### config.mk
export PLATFORM = sky130hd
export DESIGN_NAME = dbus_bridge
export DESIGN_NICKNAME = d
export VERILOG_FILES = /design/src/rtl/dbus_bridge_pkg.sv /design/src/rtl/dbus_bridge.sv
export SDC_FILE = /design/constraint.sdc
export NUM_CORES = 1
export LEC_CHECK = 0
export CAP_MARGIN = 10
export CORE_AREA = 2 2 175 177
export CTS_CLUSTER_SIZE = 10
export DETAILED_ROUTE_END_ITERATION = 6
export DIE_AREA = 0 0 177 179
export PLACE_DENSITY_LB_ADDON = 0.12
export SLEW_MARGIN = 10
export SYNTH_ARGS = -nofsm -noshare
export SYNTH_HDL_FRONTEND = slang
export SYNTH_SLANG_ARGS = --single-unit
### constraint.sdc
create_clock -name clk -period 5.6 [get_ports clk]
set_input_delay 1.12 -clock clk [delete_from_list [all_inputs] [get_ports clk]]
set_output_delay 1.12 -clock clk [all_outputs]
set_load 0.02 [all_outputs]
### src/rtl/dbus_bridge_pkg.sv
// -----------------------------------------------------------------------------
// dbus_bridge_pkg
// Shared types for the data-bus bridge. It holds the memory-stage request and
// response structs (dbus_*), the interconnect request and response structs
// (cbus_*), the burst length and burst type encodings, and the bridge FSM
// state enum. It also provides an alignment helper.
// -----------------------------------------------------------------------------
package dbus_bridge_pkg;

    // Request from the memory stage. A zero strobe marks a read.
    typedef struct packed {
        logic        valid;
        logic [63:0] addr;
        logic [2:0]  size;    // log2 of the access size in bytes
        logic [7:0]  strobe;
        logic [63:0] data;
    } dbus_req_t;

    typedef struct packed {
        logic        addr_ok;
        logic        data_ok;
        logic [63:0] data;    // raw 64-bit lane data
    } dbus_resp_t;

    // Burst length encoding is beats minus one.
    typedef enum logic [3:0] {
        MLEN1  = 4'd0,
        MLEN2  = 4'd1,
        MLEN4  = 4'd3,
        MLEN8  = 4'd7,
        MLEN16 = 4'd15
    } cbus_len_t;

    typedef enum logic [1:0] {
        FIXED = 2'd0,
        INCR  = 2'd1,
        WRAP  = 2'd2
    } cbus_burst_t;

    typedef struct packed {
        logic        valid;
        logic        is_write;
        logic [2:0]  size;
        logic [63:0] addr;
        logic [7:0]  strobe;
        logic [63:0] data;
        cbus_len_t   len;
        cbus_burst_t burst;
    } cbus_req_t;

    typedef struct packed {
        logic        ready;
        logic        last;
        logic [63:0] data;
    } cbus_resp_t;

    typedef enum logic [1:0] {
        IDLE = 2'd0,
        REQ  = 2'd1,
        DONE = 2'd2
    } bridge_state_t;

    // The address is misaligned when it is not a multiple of the access size (2^size bytes).
    function automatic logic is_misaligned(input logic [63:0] addr, input logic [2:0] size);
        logic [63:0] mask;
        mask = (64'd1 << size) - 64'd1;
        return |(addr & mask);
    endfunction

endpackage

### src/rtl/dbus_bridge.sv
// -----------------------------------------------------------------------------
// dbus_bridge
// The bridge accepts one registered request from the memory stage. It issues
// that request as a single-beat cbus transaction, enforces a response timeout,
// and returns the result as a one-cycle data_ok pulse.
// Parameters:
//   TIMEOUT      max REQ cycles without cresp.ready&&last before abort (>=2)
//   CNT_W        width of perf_cnt
// Ports:
//   clk          system clock
//   reset        synchronous active-high reset
//   dreq         memory-stage request (strobe==0 -> read)
//   dresp        addr_ok (combinational in IDLE), data_ok/data (DONE)
//   creq         single-beat interconnect request, valid only in REQ
//   cresp        interconnect response, sampled only in REQ
//   err_misalign pulses with data_ok for a misaligned request
//   err_timeout  pulses with data_ok for a timed-out request
//   perf_cnt     completed error-free transactions, wraps
// -----------------------------------------------------------------------------
module dbus_bridge
    import dbus_bridge_pkg::*;
#(
    parameter int unsigned TIMEOUT = 256,
    parameter int unsigned CNT_W   = 32
) (
    input  logic             clk,
    input  logic             reset,
    input  dbus_req_t        dreq,
    output dbus_resp_t       dresp,
    output cbus_req_t        creq,
    input  cbus_resp_t       cresp,
    output logic             err_misalign,
    output logic             err_timeout,
    output logic [CNT_W-1:0] perf_cnt
);

    localparam int unsigned        TIMER_W    = $clog2(TIMEOUT);
    localparam logic [TIMER_W-1:0] TIMER_LAST = TIMER_W'(TIMEOUT - 1);

    bridge_state_t      state_q,  state_d;
    logic [63:0]        addr_q,   addr_d;
    logic [2:0]         size_q,   size_d;
    logic [7:0]         strobe_q, strobe_d;
    logic [63:0]        wdata_q,  wdata_d;
    logic [63:0]        rdata_q,  rdata_d;
    logic               mis_q,    mis_d;
    logic               tmo_q,    tmo_d;
    logic [TIMER_W-1:0] timer_q,  timer_d;
    logic [CNT_W-1:0]   perf_q,   perf_d;

    always_comb begin
        // NOTE: every signal gets a default before the case, so no path leaves one unassigned (no latch).
        state_d      = state_q;
        addr_d       = addr_q;
        size_d       = size_q;
        strobe_d     = strobe_q;
        wdata_d      = wdata_q;
        rdata_d      = rdata_q;
        mis_d        = mis_q;
        tmo_d        = tmo_q;
        timer_d      = timer_q;
        perf_d       = perf_q;
        dresp        = '0;
        creq         = '0;
        err_misalign = 1'b0;
        err_timeout  = 1'b0;

        unique case (state_q)
            IDLE: begin
                dresp.addr_ok = dreq.valid;
                if (dreq.valid) begin
                    addr_d   = dreq.addr;
                    size_d   = dreq.size;
                    strobe_d = dreq.strobe;
                    wdata_d  = dreq.data;
                    rdata_d  = '0;
                    tmo_d    = 1'b0;
                    timer_d  = '0;
                    // A misaligned request goes straight to DONE and never reaches the bus.
                    mis_d    = is_misaligned(dreq.addr, dreq.size);
                    state_d  = mis_d ? DONE : REQ;
                end
            end

            REQ: begin
                creq.valid    = 1'b1;
                creq.is_write = |strobe_q;
                creq.size     = size_q;
                creq.addr     = addr_q;
                creq.strobe   = strobe_q;
                creq.data     = wdata_q;
                creq.len      = MLEN1;
                creq.burst    = FIXED;
                // Completion is tested first, so it wins over a timeout in the same cycle.
                if (cresp.ready && cresp.last) begin
                    rdata_d = (|strobe_q) ? 64'd0 : cresp.data;
                    state_d = DONE;
                end else if (timer_q == TIMER_LAST) begin
                    tmo_d   = 1'b1;
                    state_d = DONE;
                end else begin
                    timer_d = timer_q + TIMER_W'(1);
                end
            end

            DONE: begin
                dresp.data_ok = 1'b1;
                dresp.data    = rdata_q;
                err_misalign  = mis_q;
                err_timeout   = tmo_q;
                if (!(mis_q || tmo_q)) begin
                    perf_d = perf_q + CNT_W'(1);
                end
                state_d = IDLE;
            end

            default: state_d = IDLE;
        endcase
    end

    always_ff @(posedge clk) begin
        // NOTE: state registers use non-blocking assignments so that every flop samples pre-edge values.
        if (reset) begin
            state_q  <= IDLE;
            addr_q   <= '0;
            size_q   <= '0;
            strobe_q <= '0;
            wdata_q  <= '0;
            rdata_q  <= '0;
            mis_q    <= 1'b0;
            tmo_q    <= 1'b0;
            timer_q  <= '0;
            perf_q   <= '0;
        end else begin
            state_q  <= state_d;
            addr_q   <= addr_d;
            size_q   <= size_d;
            strobe_q <= strobe_d;
            wdata_q  <= wdata_d;
            rdata_q  <= rdata_d;
            mis_q    <= mis_d;
            tmo_q    <= tmo_d;
            timer_q  <= timer_d;
            perf_q   <= perf_d;
        end
    end

    assign perf_cnt = perf_q;

endmodule

==> flow_summary.yaml <==
clocking:
  clk_pin_slew_ns: 0.06
  cts_tree: "built"
  post_cts_resize_count: 0
  cts_hold_buffers: 0
  clock_path_buffers: 3
  cts_buffers: 29
  cts_setup_buffers: 0
  worstSkewPairLatency_ns: 0.54
  cts_max_level: 1
  clock_sinks: 247
  cts_root_buffer: "clkbuf_16"
synthesis:
  syn_avg_cell_area_um2: 7.94
  yosysSeqAreaShare: 0.464
  netlist.area_leader.share: 0.464
  synth-seq-cells: 247
  synth-async-reset-ratio: 0
  synth_edf_count: 0
  synth_cell_type_count: 49
  netlist_area_um2: 10700
  yosysTopAreaCell: "dfxtp_1"
  synthTopCellsByArea: "dfxtp_1 46%, and2_1 12%, nand2_1 10%"
  ys.warnings.count: 0
  ys.flop_type: "dfxtp_1"
  syn_inst: 1343
worst_setup_path:
  crit_type: "reg -> out"
  end_kind: "output port"
  crit_chain: "nand2b_1 -> clkinv_2 -> buf_4 -> and2_1 -> clkdlybuf4s50_1"
  critPathLaunchType: "flip-flop"
  worst-r2r-cell-count: 7
  cp_max_fo: 57
  cpPeakStageDelay_ns: 0.61
  crit_slowest_cell: "clkdlybuf4s50_1"
  crit_required_ns: 4.48
  critical_path_arrival_ns: 2.93
detailed_routing:
  wl_um: 36000
  viasPerCell: 4.79
  remaining_drc_errors: 0
  first_pass_iters: 4
  ant_nets: 0
  drtIter0Drc: 579
  wl_per_cell_um: 16.9
  num_vias: 10235
global_route:
  antenna_found_initial: 1
  grt_max_degree: 96
  grt_pass1_wl_um: 53500
  grt_pass1_vias: 9541
  gr-total-overflow: 0
  grtUsageTotal: 0.213
sta:
  finClkSkew_ns: 0.0187
  period_share: 0.723
  tightest_slew_ns: 1.09
  rsz0062_at_grt: "false"
  final.min_clock_period_ns: 4.05
  clock.fmax_ghz: 0.247
  setup_viol: 0
  fin_setup_tns_ns: 0
  maxSlewViolCount: 0
  hold_ws_ns: 0.446
  maxSlewHeadroom: 0.271
  hold_viol: 0
pwr:
  p_leak_uw: 0.00588
  power.density_nw_per_um2: 245
  peakVddDrop_uv: 230
floorplan:
  die_w_um: 177
  num_io_pins: 455
  die_area_um2: 31700
  core_um2: 30000
  start_util: 0.355
  die_y_um: 179
  num_rows: 64
layout:
  final_common_cell: "clkdlybuf4s50_1"
  layout.nets: 1942
  area_growth_pct: 51.5
  drive_gt1_frac: 0.0409
  finish.utilization: 0.538
  final_cell_mix: "447 x clkdlybuf4s50_1, 293 x nand2_1, 247 x dfxtp_1"
flow_run:
  drv_cap: 0
status:
  status: "completed"
hold_path:
  whs_path_depth: 2
  hold_path_class: "reg -> reg"
place:
  gp_routability_congestion: 0.792
  dp_hpwl_um: 24900
  portBuffers: 448
-- worst max-delay path, delay by kind of cell, from the launching register on --
family,cells,cell delay [ns]
simple gates,2,0.44
flops,1,0.49
buf+inv,3,1.40
-- metal layers --
metal / track usage / wire length, um
met1: 0.255 / 14700
met2: 0.370 / 17400
met3: 0.0562 / 2860
met4: 0.0689 / 962
met5: 0 / 0
-- final cells by class --
type	instances	area (um2)
Clock inverter	2	13.8
Fill cell	2949	13900
Antenna cell	2	5.00
Tap cell	396	495
Inverter	16	63.8
Multi-Input combinational cell	974	5250
Clock buffer	36	782
Sequential cell	247	4940
Timing Repair Buffer	462	4610
-- registers in the layout, indices dropped and copies added, names as in the netlist --
name and cells:
addr_q 64, rdata_q 64, wdata_q 64, perf_cnt 32, strobe_q 8, timer_q 8
size_q 3, state_q 2, mis_q 1, tmo_q 1
-- synthesized netlist by cell type (all sizes together), types with 4 or more instances --
| library cell | number |
|---|---|
| a21oi | 153 |
| a22oi | 64 |
| and2 | 210 |
| and4 | 5 |
| buf | 38 |
| clkbuf | 73 |
| dfxtp | 247 |
| ha | 4 |
| inv | 16 |
| nand2 | 294 |
| nand3 | 18 |
| nand4 | 8 |
| nor2 | 102 |
| nor2b | 5 |
| nor3 | 14 |
| nor4 | 21 |
| o21ai | 6 |
| or3 | 6 |
| xnor2 | 24 |
| xor2 | 7 |
-- report_power, final --
part	internal [uW]	total [uW]	leakage [uW]	switching [uW]
Clock	960	1650	0.000392	690
Combinational	212	449	0.00347	236
Sequential	1830	1870	0.00201	39.7
Total	3000	3970	0.00588	966
-- final timing paths --
path              slack [ns]                       to                    start
hold / removal          0.45   addr_q[2]$_SDFFE_PP0P_   addr_q[2]$_SDFFE_PP0P_
hold reg to reg         0.45   addr_q[2]$_SDFFE_PP0P_   addr_q[2]$_SDFFE_PP0P_
setup / recovery        1.55                 creq[16]  state_q[0]$_SDFFE_PP0P_
setup reg to reg        2.35  rdata_q[8]$_SDFFE_PP0P_  state_q[1]$_SDFFE_PP0P_
-- cell families (layout without fill, tap and decap cells) --
group,Yosys count,count (layout),share of synthesized area
buf+inv,127,516,0.0497
compound gates,239,239,0.131
xor+xnor,31,31,0.0255
flops,247,247,0.464
simple gates,691,691,0.322
fa+ha+maj,4,4,0.00469
mux,3,3,0.00293
other cells,1,8,0.000352
-- stage by stage --
step | cell area, um2 | setup WS, ns | instances | power (uW)
after floorplan | 10700 | 2.59 | 1348 | 2110
after global placement | 15300 | 1.89 | 2094 | 2350
after detailed placement | 15300 | 1.87 | 2094 | 2350
after CTS | 16100 | 1.46 | 2132 | 4030
after global routing | 16200 | 1.32 | 2134 | 4140
final | 16200 | 1.55 | 2135 | 3970
Power figures use the tool's default switching activity.
